File: src/rtl/spi_master_ctrl.sv
// SPI master: turns host commands into 10-bit MOSI frames and captures an 8-bit MISO reply for read-data ops.
// Latency: START_CYC+10 cycles of SS_n low per frame, plus RD_GAP+8 more for read-data; rd_valid arrives in the first END cycle.
// Backpressure: cmd_ready is high only in IDLE; cmd_valid outside IDLE is ignored and must be held by the host.
//
// Ports:
//   clk, rst           bit clock (one SPI bit per cycle), asynchronous active-high reset
//   cmd_valid/ready    command handshake; cmd_op = frame[9:8], cmd_data = frame[7:0]
//   SS_n, MOSI, MISO   serial interface, MSB first
//   rd_data, rd_valid  last captured read byte and its one-cycle update pulse
//   busy               high whenever the controller is not idle
module spi_master_ctrl #(
    parameter int START_CYC = 1,
    parameter int RD_GAP    = 2,
    parameter int IDLE_GAP  = 1
) (
    input  logic       clk,
    input  logic       rst,
    input  logic       cmd_valid,
    output logic       cmd_ready,
    input  logic [1:0] cmd_op,
    input  logic [7:0] cmd_data,
    output logic       SS_n,
    output logic       MOSI,
    input  logic       MISO,
    output logic [7:0] rd_data,
    output logic       rd_valid,
    output logic       busy
);

    typedef enum logic [2:0] {
        S_IDLE,
        S_START,
        S_TX,
        S_GAP,
        S_RX,
        S_END
    } state_t;

    // Counters count down from (duration-1) and are reloaded on each state entry.
    localparam logic [3:0] START_LD = 4'(START_CYC - 1);
    localparam logic [3:0] GAP_LD   = 4'(RD_GAP - 1);
    localparam logic [3:0] END_LD   = 4'(IDLE_GAP - 1);
    localparam logic [3:0] TX_LD    = 4'd9;
    localparam logic [3:0] RX_LD    = 4'd7;

    state_t     state;
    state_t     state_nxt;
    logic [3:0] cnt;
    logic [3:0] cnt_nxt;
    logic [9:0] sh;
    logic [1:0] op;
    logic [7:0] cap;

    assign cmd_ready = (state == S_IDLE);
    assign busy      = (state != S_IDLE);

    always_comb begin
        state_nxt = state;
        cnt_nxt   = cnt;
        case (state)
            S_IDLE: begin
                if (cmd_valid) begin
                    state_nxt = S_START;
                    cnt_nxt   = START_LD;
                end
            end
            S_START: begin
                if (cnt == 4'd0) begin
                    state_nxt = S_TX;
                    cnt_nxt   = TX_LD;
                end else begin
                    cnt_nxt = cnt - 4'd1;
                end
            end
            S_TX: begin
                if (cnt == 4'd0) begin
                    if (op == 2'b11) begin
                        if (RD_GAP > 0) begin
                            state_nxt = S_GAP;
                            cnt_nxt   = GAP_LD;
                        end else begin
                            state_nxt = S_RX;
                            cnt_nxt   = RX_LD;
                        end
                    end else begin
                        state_nxt = S_END;
                        cnt_nxt   = END_LD;
                    end
                end else begin
                    cnt_nxt = cnt - 4'd1;
                end
            end
            S_GAP: begin
                if (cnt == 4'd0) begin
                    state_nxt = S_RX;
                    cnt_nxt   = RX_LD;
                end else begin
                    cnt_nxt = cnt - 4'd1;
                end
            end
            S_RX: begin
                if (cnt == 4'd0) begin
                    state_nxt = S_END;
                    cnt_nxt   = END_LD;
                end else begin
                    cnt_nxt = cnt - 4'd1;
                end
            end
            S_END: begin
                if (cnt == 4'd0) begin
                    state_nxt = S_IDLE;
                end else begin
                    cnt_nxt = cnt - 4'd1;
                end
            end
            default: begin
                state_nxt = S_IDLE;
                cnt_nxt   = 4'd0;
            end
        endcase
    end

    always_ff @(posedge clk or posedge rst) begin
        if (rst) begin
            state    <= S_IDLE;
            cnt      <= 4'd0;
            sh       <= 10'd0;
            op       <= 2'b00;
            cap      <= 8'h00;
            SS_n     <= 1'b1;
            MOSI     <= 1'b0;
            rd_data  <= 8'h00;
            rd_valid <= 1'b0;
        end else begin
            state    <= state_nxt;
            cnt      <= cnt_nxt;
            rd_valid <= 1'b0;

            // Outputs are registered from the next state so they line up with the state they belong to.
            SS_n <= (state_nxt == S_IDLE) || (state_nxt == S_END);
            MOSI <= (state_nxt == S_TX) ? sh[9] : 1'b0;

            if ((state == S_IDLE) && cmd_valid) begin
                sh <= {cmd_op, cmd_data};
                op <= cmd_op;
            end else if (state_nxt == S_TX) begin
                sh <= {sh[8:0], 1'b0};
            end

            // MISO is only looked at in RX, so an undriven line elsewhere never reaches state.
            if (state == S_RX) begin
                cap <= {cap[6:0], MISO};
                if (cnt == 4'd0) begin
                    rd_data  <= {cap[6:0], MISO};
                    rd_valid <= 1'b1;
                end
            end
        end
    end

endmodule

File: config.mk
export PLATFORM = sky130hd
export DESIGN_NAME = spi_master_ctrl
export DESIGN_NICKNAME = d
export VERILOG_FILES = /design/src/rtl/spi_master_ctrl.sv
export SDC_FILE = /design/constraint.sdc
export NUM_CORES = 1
export LEC_CHECK = 0
export CAP_MARGIN = 25
export CORE_AREA = 2 2 63 65
export CTS_BUF_LIST = sky130_fd_sc_hd__clkbuf_4
export CTS_CLUSTER_DIAMETER = 40
export DETAILED_ROUTE_END_ITERATION = 16
export DIE_AREA = 0 0 65 67
export GPL_TIMING_DRIVEN = 0
export PLACE_DENSITY = 0.72
export SLEW_MARGIN = 30
export SYNTH_ARGS = -nofsm -noshare
export SYNTH_HDL_FRONTEND = slang
export SYNTH_SLANG_ARGS = --single-unit
export TNS_END_PERCENT = 1
File: constraint.sdc
create_clock -name clk -period 2.2 [get_ports clk]
set_input_delay 0.22 -clock clk [delete_from_list [all_inputs] [get_ports clk]]
set_output_delay 0.22 -clock clk [all_outputs]
set_load 0.02 [all_outputs]
* Yosys cells after proc, flatten, opt, wreduce, memory -nomap -nowiden *
Cells that the tools add are included.

operators by class
  equality and inequality tests = 10
  $add $sub $neg = 1
  muxes and demuxes = 21
  reduce and logical (&&, ||, !) cells = 9
  shift operators = 0
  divide/modulo/power cells = 0
  $lt $le $gt $ge = 0
  bitwise gates (word level) = 0
  multiply operators = 0

operators by type and width
  kind                 number
  $mux 4               6
  $pmux 4 s6           1
  $mux 3               7
  $mux 10              2
  $pmux 3 s6           1
  $eq 3x2->1 const B   3
  $eq 3x3->1 const B   3
  $logic_not 3->1      2
  $logic_not 4->1      1
  $mux 1               4
  $ne 2x2->1 const B   2
  $reduce_and 2->1     2
  $sub 4x1->4 const B  1
  $eq 3x1->1 const B   1
  $reduce_bool 3->1    1
  $eq 2x2->1 const B   1
  $reduce_bool 2->1    1
  $logic_and 1x1->1    1
  $logic_or 1x1->1     1

storage, ports and cells
  output and inout port bits = 13
  bits in latches = 0
  memory bits (writable) = 0
  memories = 0
  flip-flop bits (word level) = 37
  bits in read-only memories = 0
  word-level logic and storage cells = 50
  input bits = 14

* Longest topological paths before layout *
  depth after elaboration = 7
  mapped depth = 7
  gate-level depth less buffers = 6

* Worst setup path after synthesis *
Ideal clock, no wire load.

  path kind = reg-to-reg
  start = register cnt[0]
  end = register sh[1]
  library setup time = 0.137 ns
  cell stages (with the launch flop) = 8
  period minus slack after synthesis = 1.849 ns
  required time = 2.063 ns
  setup slack = 0.351 ns
  path buffers = 1
  data arrival time = 1.712 ns
  cell sequence = dfrtp_1 inv_1 ha_1 nor3b_4 mux2_4 buf_12 mux2i_1 a21oi_1

on the way
  word-level cells in the longest chain between the ends = 5
  elaborated cells on any way between the ends = 9
  classes of those cells = eq/ne (1); mux (6); reduce/logical (2)

RTL lines
  element                                 RTL line  RTL
  start, declared                         48        logic [3:0] cnt;
  start signal, assigned                  136       cnt <= cnt_nxt;
  $logic_not 4->1 (*)                     n/a
  $mux 3 (on tied branches)               n/a
  $pmux 3 s6 (*)                          60        case (state)
  $eq 3x2->1 (*)                          146       end else if (state_nxt == S_TX) begin
  $reduce_bool 2->1 (no source line) (*)  n/a
  end signal, assigned                    144       sh <= {cmd_op, cmd_data};
  end signal, assigned                    147       sh <= {sh[8:0], 1'b0};
  end, declared                           50        logic [9:0] sh;

Mark *: on every way between the ends. The rest lies on a longest branch, timed or not.
A chain may end at the register's enable or synchronous reset.

* Worst setup path after layout *
  start = register state[0]
  end = output cmd_ready

on the way
  word-level cells in the longest chain between the ends = 1

RTL lines
  element                 RTL line  RTL
  start, declared         46        state_t state;
  start signal, assigned  135       state <= state_nxt;
  $logic_not 3->1         54        assign cmd_ready = (state == S_IDLE);
  end, declared           19        output logic cmd_ready,

No other way between the ends.

==> results.py <==
metrics = {
    "outcome": {
        "outcome": "finished clean",
    },
    "floorplan": {
        "die_w_um": 65,
        "die_h_um": 67,
        "die_area_mm2": 0.004355,
        "start_util_pct": 48.75,
        "coreArea_mm2": 0.003606,
        "row_count": 22,
        "ios": 27,
    },
    "clock_tree": {
        "clk_pin_slew_ns": 0.12,
        "cts_buffers": 5,
        "clockBufferDepth": 2,
        "clk_latency_ns": 0.35,
        "ctsHtreeMaxLevel": 2,
        "clock-root-buffer": "clkbuf_4",
        "cts_sinks": 37,
        "cts_tree": "yes",
    },
    "worst_setup_path": {
        "path_max_fanout": 10,
        "cp-start-kind": "flip-flop",
        "path_class": "flip-flop to output port",
        "worstPathRequired_ns": 1.98,
        "rr_worst_depth": 7,
        "end_kind": "output port",
        "cp.arrival_ns": 1.85,
    },
    "route": {
        "viasPerCell": 5.374,
        "drt_wl_total_mm": 3.304,
        "drtIter0Drc": 83,
        "post_drt_wl_per_cell_um": 13.88,
        "firstDrtPassIters": 4,
        "vias": 1279,
        "drc": 0,
        "ant_nets": 0,
    },
    "global_route": {
        "grt_max_degree": 38,
        "grt_pass1_vias": 1276,
        "antenna_found_initial": 0,
        "grt_util_all_layers_pct": 17.45,
        "grt_pass1_wl_mm": 5.858,
        "grt-ovfl-total": 0,
    },
    "power": {
        "leakagePower_nw": 0.9364,
        "power_w": 0.002726,
        "p_per_area_mw_per_mm2": 1274,
        "vdd_drop_max_v": 0.0005450,
    },
    "synth": {
        "synth_ff_type": "dfrtp_1",
        "postSynth.asyncResetShare_pct": 100.0,
        "yosysWarnings": 0,
        "ys_types": 37,
        "yosysTopAreaCellShare_pct": 51.25,
        "synth_area_leaders": "dfrtp_1 51%, mux2_2 11%, mux2i_1 5.7%, nor2_1 4.3%, a21oi_1 3.7%",
        "synth_top_area_cell": "dfrtp_1",
        "synth_edf_count": 0,
        "syn-cell-area_mm2": 0.001758,
        "synth_nets": 172,
        "synthCells": 156,
        "ys_seq_elements": 37,
        "ys_seq_area_share_pct": 52.74,
        "syn_area_per_cell_um2": 11.27,
    },
    "placement": {
        "dp_slack_ns": 0.1648,
        "portBuffers": 26,
        "gp_congestion": 0.8714,
        "dp_hpwl_mm": 2.319,
        "place_inst": 230,
    },
    "layout": {
        "finalNetCount": 205,
        "layout.cells.non_filler": 238,
        "drive_above_1_share_pct": 20.00,
        "layout_commonest_cell": "dfrtp_1",
        "diodes": 0,
        "syn2layout_area_growth_pct": 21.71,
        "fill_cells": 310,
        "final_cell_mix": "36 x dfrtp_1, 26 x clkdlybuf4s50_1, 20 x nor2_1, 17 x mux2_2, 13 x a21oi_1",
    },
    "timing": {
        "drv_slew": 0,
        "max_slew_margin_pct": 51.11,
        "rsz0062_at_grt": "false",
        "fmax_ghz": 0.4831,
        "fin_ws_ns": 0.1301,
        "period_share_pct": 94.09,
        "fin_skew_ns": 0.01237,
        "fin_setup_tns_ns": 0,
        "setup_viol": 0,
        "hold_slack_ns": 0.3026,
        "worst_pin_slew_ns": 0.7322,
        "fin_crit_ns": 2.070,
        "finalHoldViolCount": 0,
    },
    "flow_run": {
        "drv_cap": 0,
    },
    "worst_hold_path": {
        "min_path_type": "primary input to asynchronous set/reset pin",
    },
}
## routing by layer
layer  wire [um]  GRT usage, %  up-vias
li1            -             -      618
met1        1463         22.00      607
met2        1607         29.90       47
met3         185         3.209        7
met4          48         6.383        0
met5           0             0        -
## cell type report
class	instances	area, um^2	area share (%)
flip-flops and latches	37	927.1	43.33
multi-input cells	104	759.5	35.50
repair buffers	26	260.3	12.16
well taps	48	60.06	2.807
plain buffers	8	51.30	2.398
clock buffers	5	37.54	1.754
inverters	7	26.28	1.228
clock inverters	3	17.52	0.8187
## metrics by stage
stage | cell area [um^2] | util, %
floorplan | 1758 | -
global placement | 2078 | 57.63
detailed placement | 2078 | 57.63
CTS | 2133 | 59.16
global route | 2140 | 59.33
finish | 2140 | 59.33
## registers in the layout, summed over array words and instances, names as in the netlist
name and cells:
SS_n 1, MOSI 1, rd_data 8, sh 10, cnt 4, cap 7, state 3, op 2
rd_valid 1
## synthesized netlist by cell type (2+ instances only)
master and count:
dfrtp_1 36, a21oi_1 13, mux2_2 17, mux2i_1 10, nand2_1 7, o221ai_1 2
nor3_1 2, o211ai_1 2, ha_1 2, nor2_1 20, nand2b_1 2, o21a_1 2
o22ai_1 2, clkbuf_1 3, o21ai_0 5, inv_1 7, buf_2 4
## cells by family after synthesis
family	count (synthesis)	share of synthesized area (%)
xor gates and xnor gates	1	0.4983
AOI/OAI and AO/OA	29	9.822
and+or+nand+nor	44	13.67
buffers and inverters	15	4.413
DFF	37	52.74
adders and majority gates	2	1.423
muxes	28	17.44
## power breakdown
part / switching, W / internal [W] / total, W
clock network: 0.000221 / 0.000121 / 0.000342
registers: 0.000155 / 0.000914 / 0.00107
logic: 0.000679 / 0.000636 / 0.00132
## worst max-delay path, cell delays in order, from the launching register on
cell	delay, ns
dfrtp_1	0.40
buf_2	0.19
nor3_4	0.27
clkdlybuf4s50_1	0.66
## final timing paths
check | slack, ns | endpoint | from
worst max register to register | 0.15 | sh[8] | cnt[0]
worst max-delay path | 0.13 | cmd_ready | state[0]
max in group asynchronous | 1.42 | rd_data[6] | rst
worst min register to register | 0.52 | rd_data[2] | rd_data[2]
worst min-delay path | 0.30 | sh[4] | rst
min in group clk | 0.44 | sh[7] | cmd_data[7]
## what timing repair did
action	in CTS	in global routing
buffers inserted	0	0
resized for setup	0	1
hold endpoints to repair	0	0
endpoints found under the setup margin	0	2
hold buffers	0	0
Power figures use the tool's default switching activity.
